[src/rtl/tt_sweep_pkg.sv]
// Shared definitions for the truth-table sweep capture block.
package tt_sweep_pkg;

   localparam int N_IN       = 4;
   localparam int TT_W       = 16;
   localparam int SETTLE_MAX = 15;
   localparam int CNT_W      = 4;

   typedef enum logic [1:0] {
      ST_IDLE   = 2'd0,
      ST_SETTLE = 2'd1,
      ST_SAMPLE = 2'd2,
      ST_DONE   = 2'd3
   } state_e;

   function automatic logic is_busy(input state_e s);
      return (s == ST_SETTLE) || (s == ST_SAMPLE);
   endfunction

endpackage

[src/rtl/tt_settle_timer.sv]
// Per-row settle counter: clears on request, counts while enabled and
// flags the last wait cycle of a row.
module tt_settle_timer
   import tt_sweep_pkg::*;
#(
   parameter int SETTLE = 2
) (
   input  logic clk_i,
   input  logic rst_ni,
   input  logic clr_i,
   input  logic en_i,
   output logic terminal_o
);

   localparam logic [CNT_W-1:0] TERM = CNT_W'(SETTLE - 1);

   logic [CNT_W-1:0] count_q;
   logic [CNT_W-1:0] count_d;

   // next count: clear wins over increment
   always_comb begin
      count_d = count_q;
      if (clr_i) begin
         count_d = {CNT_W{1'b0}};
      end else if (en_i) begin
         count_d = count_q + {{(CNT_W-1){1'b0}}, 1'b1};
      end else begin
         count_d = count_q;
      end
   end

   // count register
   always_ff @(posedge clk_i or negedge rst_ni) begin
      if (!rst_ni) begin
         count_q <= {CNT_W{1'b0}};
      end else begin
         count_q <= count_d;
      end
   end

   assign terminal_o = (count_q == TERM);

endmodule

[src/rtl/tt_sweep_capture.sv]
// Drives all 16 input combinations into a 4-input gate, samples its output
// after a settle delay per row, and publishes the captured truth table.
module tt_sweep_capture
   import tt_sweep_pkg::*;
#(
   parameter int SETTLE = 2
) (
   input  logic            clk,
   input  logic            rst_n,
   input  logic            start,
   input  logic            abort,
   input  logic [TT_W-1:0] expected,
   output logic [N_IN-1:0] dut_in,
   input  logic            dut_out,
   output logic            busy,
   output logic            done,
   output logic [TT_W-1:0] tt,
   output logic [TT_W-1:0] mismatch_mask,
   output logic            match
);

   state_e          state_q, state_d;
   logic [N_IN-1:0] row_q, row_d;
   logic [TT_W-1:0] exp_q, exp_d;
   logic [TT_W-1:0] shadow_q, shadow_d;
   logic [TT_W-1:0] tt_q, tt_d;
   logic [TT_W-1:0] mask_q, mask_d;
   logic            match_q, match_d;
   logic [N_IN-1:0] dut_in_q, dut_in_d;
   logic            busy_q, busy_d;
   logic            done_q, done_d;

   logic            timer_clr_s;
   logic            timer_en_s;
   logic            timer_term_s;

   assign timer_en_s  = (state_q == ST_SETTLE);
   assign timer_clr_s = (state_q != ST_SETTLE) || timer_term_s;

   tt_settle_timer #(
      .SETTLE (SETTLE)
   ) u_timer (
      .clk_i      (clk),
      .rst_ni     (rst_n),
      .clr_i      (timer_clr_s),
      .en_i       (timer_en_s),
      .terminal_o (timer_term_s)
   );

   // next state, capture and result publication
   always_comb begin
      state_d  = state_q;
      row_d    = row_q;
      exp_d    = exp_q;
      shadow_d = shadow_q;
      tt_d     = tt_q;
      mask_d   = mask_q;
      match_d  = match_q;
      case (state_q)
         ST_IDLE: begin
            if (start && !abort) begin
               state_d  = ST_SETTLE;
               row_d    = {N_IN{1'b0}};
               exp_d    = expected;
               shadow_d = {TT_W{1'b0}};
            end else begin
               state_d = ST_IDLE;
            end
         end
         ST_SETTLE: begin
            if (abort) begin
               state_d = ST_IDLE;
            end else if (timer_term_s) begin
               state_d = ST_SAMPLE;
            end else begin
               state_d = ST_SETTLE;
            end
         end
         ST_SAMPLE: begin
            // abort drops the pending capture as well as the sweep
            if (abort) begin
               state_d = ST_IDLE;
            end else begin
               shadow_d[row_q] = dut_out;
               if (row_q == 4'd15) begin
                  state_d = ST_DONE;
                  tt_d    = shadow_d;
                  mask_d  = shadow_d ^ exp_q;
                  match_d = ((shadow_d ^ exp_q) == {TT_W{1'b0}});
               end else begin
                  state_d = ST_SETTLE;
                  row_d   = row_q + 4'd1;
               end
            end
         end
         ST_DONE: begin
            state_d = ST_IDLE;
         end
         default: begin
            state_d = ST_IDLE;
         end
      endcase
      busy_d   = is_busy(state_d);
      done_d   = (state_d == ST_DONE);
      dut_in_d = busy_d ? row_d : {N_IN{1'b0}};
   end

   // state and output registers
   always_ff @(posedge clk or negedge rst_n) begin
      if (!rst_n) begin
         state_q  <= ST_IDLE;
         row_q    <= {N_IN{1'b0}};
         exp_q    <= {TT_W{1'b0}};
         shadow_q <= {TT_W{1'b0}};
         tt_q     <= {TT_W{1'b0}};
         mask_q   <= {TT_W{1'b0}};
         match_q  <= 1'b0;
         dut_in_q <= {N_IN{1'b0}};
         busy_q   <= 1'b0;
         done_q   <= 1'b0;
      end else begin
         state_q  <= state_d;
         row_q    <= row_d;
         exp_q    <= exp_d;
         shadow_q <= shadow_d;
         tt_q     <= tt_d;
         mask_q   <= mask_d;
         match_q  <= match_d;
         dut_in_q <= dut_in_d;
         busy_q   <= busy_d;
         done_q   <= done_d;
      end
   end

   assign dut_in        = dut_in_q;
   assign busy          = busy_q;
   assign done          = done_q;
   assign tt            = tt_q;
   assign mismatch_mask = mask_q;
   assign match         = match_q;

endmodule

[config.mk]
export PLATFORM = sky130hd
export DESIGN_NAME = tt_sweep_capture
export DESIGN_NICKNAME = d
export VERILOG_FILES = /design/src/rtl/tt_sweep_pkg.sv /design/src/rtl/tt_settle_timer.sv /design/src/rtl/tt_sweep_capture.sv
export SDC_FILE = /design/constraint.sdc
export NUM_CORES = 1
export LEC_CHECK = 0
export CAP_MARGIN = 20
export CELL_PAD_IN_SITES_DETAIL_PLACEMENT = 1
export CELL_PAD_IN_SITES_GLOBAL_PLACEMENT = 1
export CORE_UTILIZATION = 35
export CTS_CLUSTER_SIZE = 16
export DETAILED_ROUTE_END_ITERATION = 10
export HOLD_SLACK_MARGIN = 0.15
export PLACE_DENSITY = 0.65
export SLEW_MARGIN = 20
export SYNTH_ARGS = -nofsm -noshare
export SYNTH_HDL_FRONTEND = slang
export SYNTH_SLANG_ARGS = --single-unit
[constraint.sdc]
create_clock -name clk -period 2.6 [get_ports clk]
set_input_delay 0.52 -clock clk [delete_from_list [all_inputs] [get_ports clk]]
set_output_delay 0.52 -clock clk [all_outputs]
set_load 0.1 [all_outputs]
; ---- Word level (Yosys, flattened, before mapping)
; Index checks and enable logic that the tools add are counted.
[op_classes]
add_sub_neg = 2
magnitude_cmp = 2
eq_ne = 11
muxes = 19
n_bitwise = 2
reduce_logical = 12
[ops]
columns = cell, count
row1 = $mux W16, 2
row2 = $pmux W16 S2, 1
row3 = $mux W4, 6
row4 = $bwmux W16, 1
row5 = $logic_not A16 Y1, 1
row6 = $xor A16 B16 Y16, 1
row7 = $add A4 B1 Y4 const B, 2
row8 = $eq A2 B2 Y1 const B, 4
row9 = $mux W2, 4
row10 = $pmux W2 S4, 1
row11 = $pmux W4 S2, 1
row12 = $reduce_and A3 Y1, 2
row13 = $lt A4 B5 Y1 const B, 1
row14 = $demux W1 S4, 1
row15 = $eq A2 B1 Y1 const B, 2
row16 = $eq A4 B1 Y1 const B, 1
row17 = $eq A4 B4 Y1 const B, 1
row18 = $ge A4 B1 Y1 const B, 1
row19 = $ne A2 B2 Y1 const B, 2
row20 = $reduce_bool A2 Y1, 2
row21 = $logic_and A1 B1 Y1, 2
row22 = $logic_not A2 Y1, 1
row23 = $logic_or A1 B1 Y1, 2
row24 = $mux W1, 2
row25 = 4 further kinds, 4
[totals]
regBits = 81
in_bits = 21

; ---- Logic depth before layout (Yosys ltp)
[depth]
word_depth = 7
depth_mapped = 8
depth_no_buf = 8

; ---- Modules after synthesis
; A second synthesis with hierarchy kept.
[hier_totals]
hier_cells = 363
area_unflattened_um2 = 3627.2
[modules_own_cells]
columns = module, n_inst, cells_per_inst, area_each_um2, seq_area_each_um2
row1 = tt_sweep_capture, 1, 343, 3405.8, 1926.8
row2 = tt_settle_timer, 1, 20, 221.5, 100.1

; ---- Worst setup path after synthesis
; OpenSTA, ideal clock, no wires.
[synth_path]
kind = input to register
startpoint = input abort
endpoint = register dut_in_q[3] (netlist: dut_in[3])
setup_ns = 0.119
t_arrival_ns = 1.938
setup_slack_ns = 0.543
path_stages = 8
n_path_buf = 2
cell_sequence = nor2_1 -> nand2_1 -> or2_1 -> clkbuf_1 -> buf_2 -> o31ai_1 -> ha_1 -> and2_1
[synth_between]
word_cells_on_any_way = 13
cone_classes = eq/ne (2) / mux (8) / reduce/logical (3)
[synth_lines]
columns = item, line_no
row1 = start: declaration, tt_sweep_capture.sv:11  ; input logic abort,
row2 = "$mux W2, on equally long branches", "tt_sweep_capture.sv:81, tt_sweep_capture.sv:71"
row3 = $pmux W2 S4 *, tt_sweep_capture.sv:59  ; case (state_q)
row4 = net state_d[1], tt_sweep_capture.sv:22  ; state_e state_q, state_d;
row5 = $eq A2 B1 Y1 / $eq A2 B2 Y1 (equally long branches), tt_sweep_pkg.sv:17  ; return (s == ST_SETTLE) || (s == ST_SAMPLE);
row6 = $logic_or A1 B1 Y1 *, tt_sweep_pkg.sv:17
row7 = net busy_d, tt_sweep_capture.sv:30  ; logic busy_q, busy_d;
row8 = $mux W4 *, tt_sweep_capture.sv:105  ; dut_in_d = busy_d ? row_d : {N_IN{1'b0}};
row9 = net dut_in_d[3], tt_sweep_capture.sv:29  ; logic [N_IN-1:0] dut_in_q, dut_in_d;
row10 = end signal: assignment, tt_sweep_capture.sv:118  ; dut_in_q <= {N_IN{1'b0}};
row11 = end signal: assignment, tt_sweep_capture.sv:129  ; dut_in_q <= dut_in_d;
row12 = end: declaration, tt_sweep_capture.sv:29
; Mark *: on every way through the listed nets, which the timed path passes. The rest lies on a longest branch.
; A chain may end at the register's enable or synchronous reset.

; ---- Final worst setup path
[layout_path]
startpoint = register row_q[0]
endpoint = register match_q (netlist: match)
[layout_between]
elab_chain_cells = 7
word_cells_on_any_way = 10
cone_classes = order compare (2) / eq/ne (1) / mux (3) / bitwise (1) / reduce/logical (3)
[layout_lines]
columns = item, line_no
row1 = start: declaration, tt_sweep_capture.sv:23  ; logic [N_IN-1:0] row_q, row_d;
row2 = start signal: assignment, tt_sweep_capture.sv:112  ; row_q <= {N_IN{1'b0}};
row3 = start signal: assignment, tt_sweep_capture.sv:123  ; row_q <= row_d;
row4 = $lt A4 B5 Y1 (implied by the code) / $ge A4 B1 Y1 (equally long branches), tt_sweep_capture.sv:84  ; shadow_d[row_q] = dut_out;
row5 = $logic_and A1 B1 Y1 (implied by the code), tt_sweep_capture.sv:84
row6 = $mux W1 (implied by the code), tt_sweep_capture.sv:84
row7 = $demux W1 S4, tt_sweep_capture.sv:84
row8 = $bwmux W16, tt_sweep_capture.sv:84
row9 = $xor A16 B16 Y16, tt_sweep_capture.sv:89  ; match_d = ((shadow_d ^ exp_q) == {TT_W{1'b0}});
row10 = $logic_not A16 Y1, tt_sweep_capture.sv:89
row11 = end signal: assignment, tt_sweep_capture.sv:128  ; match_q <= match_d;
row12 = end: declaration, tt_sweep_capture.sv:28  ; logic match_q, match_d;
; Parallel ways exist; a longest one is shown, timed or not.

==> out/results.tsv <==
metric	value	unit
post-synthesis cell type count	38	
Peak VDD IR	0.265	mV
worst-path cell chain	inv_1 > ha_2 > nor3b_1 > mux2i_1 > xor2_1 > nand2_1 > nand4bb_1 > o31ai_2	
final WL	8550	µm
Die Y	104	µm
Post-synth ARST share	1.00	
Syn-to-layout area delta	28.0	%
DR iter-0 viols	80	
Global Route Usage Sum	0.173	
Num CTS Buffers	9	
critical setup path kind	reg2reg	
via count	2661	
core area	9950	µm²
largest area contributor in the netlist	dfrtp_1	
drt drc	0	
path category of the worst min-delay check	in2async	
number of global-route vias before repair	2911	
status	finished clean	
Initial Util	0.366	
remaining antenna violation count	0	
Tcrit/Tclk final	0.917	
top cells by area, synth	dfrtp_1 56%, nand2_1 6.7%, o21ai_0 5.4%	
crit path launch	row_q[0]	
Mapped Cells	332	
crit end category	flop	
Antenna diodes	0	
Max Root-Sink Buffers	2	
EDFF count, synth	0	
global route total overflow	0	
layout cells sized above 1	0.265	
Synth Flop Type	dfrtp_1	
largest net degree at the start of global routing	47	
RD Place Congestion	0.754	
die area	10800	µm²
most frequent cells after synthesis	81 x dfrtp_1, 65 x nand2_1, 39 x o21ai_0	
FF+latch count, synth	81	
DP HPWL	6060	µm
setup TNS	0	ps
CTS H-tree depth	3	
initial antenna violation count	0	
Max stage delay on crit path	470	ps
row cnt	36	
final setup fails	0	
LEAKAGE	2.25	nW
fin. max-slew vios	0	
Mean Syn Cell Area	11.0	µm²
Clock Skew	9.88	ps
most common cell in the netlist	dfrtp_1	
R2R Path End	match	
synth warn	0	
max cap viols	0	
endpoints failing hold	0	
final core occ	0.469	
DR pass1 iterations	4	
first-pass GRT wire length	14700	µm
element type at the critical path start	flop	
num ports	60	
fin nets	435	
DR WL/cell	15.7	µm
Die Span X	104	µm
relative slew slack	0.612	
worst r2r src	row_q[0]	
worst-margin pin slew	583	ps
Buffers on Ports	59	
worst path arrival time	2660	ps
CP Max Fanout	7	
Min Clock Period, post-route	2380	ps
post-DR vias/cell	4.89	
RSZ-0062 raised after global routing	no	
Yosys top cell area share	0.556	
Synth Net Count	361	
worst path required time	2870	ps
Fmax	0.420	GHz
Worst Reg-to-Reg Cells	8	
CP max-delay cell	dfrtp_1	
clock latency on the worst-skew pair	360	ps
CTS tree	yes	
sequential share of the synthesized area	0.556	
filler cell count	1106	
Sink Count	81	
PwrDens	658	nW/µm²
flop2flop setup slack	220	ps
CTS root buf	clkbuf_8	
Synth Cell Area	3640	µm²
Reg clk slew, reported paths	90	ps
-- placed cells by master (no fill, tap or decap), drive strengths merged, types with 2 or more instances in the layout --
master / count
mux2: 17
o22ai: 11
nand2: 65
nand2b: 2
nand3: 7
xor2: 12
and2: 5
clkbuf: 10
nor2: 11
a211o: 2
dfrtp: 81
clkinvlp: 2
xnor2: 6
mux2i: 16
and2b: 2
nand3b: 5
buf: 63
bufinv: 3
inv: 5
clkdlybuf4s50: 19
o31ai: 2
o21ai: 39
nand4: 2
ha: 8
nor3b: 3
a21oi: 7
-- what timing repair did --
action,in CTS,in global routing
resized for setup,0,4
setup buffers,0,0
endpoints found under the setup margin,0,1
hold buffers,0,0
hold endpoints to repair,0,0
-- layer usage --
layer / part of all wire / wire length (µm) / track usage
met1: 0.46 / 3900 / 0.220
met2: 0.50 / 4310 / 0.291
met3: 0.026 / 226 / 0.0351
met4: 0.012 / 104 / 0.0582
met5: 0 / 0 / 0
-- kinds of logic after synthesis --
group | count (synthesis) | synth area share
AO/OA/AOI/OAI | 62 | 0.0951
XOR/XNOR | 18 | 0.0433
adder cells (fa/ha/maj) | 8 | 0.0275
buffers and inverters | 23 | 0.0316
flip-flops | 81 | 0.556
multiplexers | 33 | 0.0975
AND/OR/NAND/NOR | 107 | 0.149
-- sequential cells by signal, summed over array words and instances (netlist names) --
register         cells
u_timer.count_q      4
shadow_q            16
row_q                4
tt                  16
exp_q               16
mismatch_mask       16
match                1
state_q              2
dut_in               4
busy                 1
done                 1
-- critical path: cells and delay by family, from the launching register on --
kind	cells	cell delay [ps]
buffers and inverters	1	120
and+or+nand+nor	3	580
AOI/OAI and AO/OA	1	240
xor gates and xnor gates	1	250
adders and majority gates	1	280
muxes	1	370
DFF	1	470
-- final cells by class --
type	instances	area, µm²	share of cell area
Multi-Input combinational cell	228	1520	0.325
Sequential cell	81	2030	0.434
Tap cell	133	166	0.0357
Inverter	4	15.0	0.00322
Clock buffer	10	138	0.0295
Timing Repair Buffer	82	688	0.147
Clock inverter	6	114	0.0244
-- stage by stage --
stage	instances	instance area [µm²]	hold WS, ps	power, W	setup WS (ps)
2_1_floorplan	332	3640	224	0.00176	543
3_3_place_gp	528	4400	466	0.00193	184
3_5_place_dp	528	4400	464	0.00194	128
4_1_cts	544	4650	155	0.00311	104
5_1_grt	544	4670	172	0.00322	19.9
6_report	544	4670	139	0.00307	217
-- where the power goes --
| part | switching, W | internal (W) | leakage (nW) | total [W] |
|---|---|---|---|---|
| combinational | 0.000252 | 0.000213 | 1.04 | 0.000465 |
| sequential | 0.0000794 | 0.00137 | 1.09 | 0.00144 |
| clock | 0.000492 | 0.000668 | 0.119 | 0.00116 |
| total | 0.000823 | 0.00225 | 2.25 | 0.00307 |
-- how the worst max path moves through the flow --
| stage | to | slack [ps] | depth (start not counted) |
|---|---|---|---|
| 4_1_cts | match | 100 | 8 |
| 6_report | match | 220 | 8 |
| 3_5_place_dp | match | 130 | 8 |
| 5_1_grt | match | 20 | 8 |
| 3_3_place_gp | match | 180 | 7 |
| 2_1_floorplan | dut_in[3] | 540 | 8 |
Note: power is estimated with default switching activity, not from simulation.
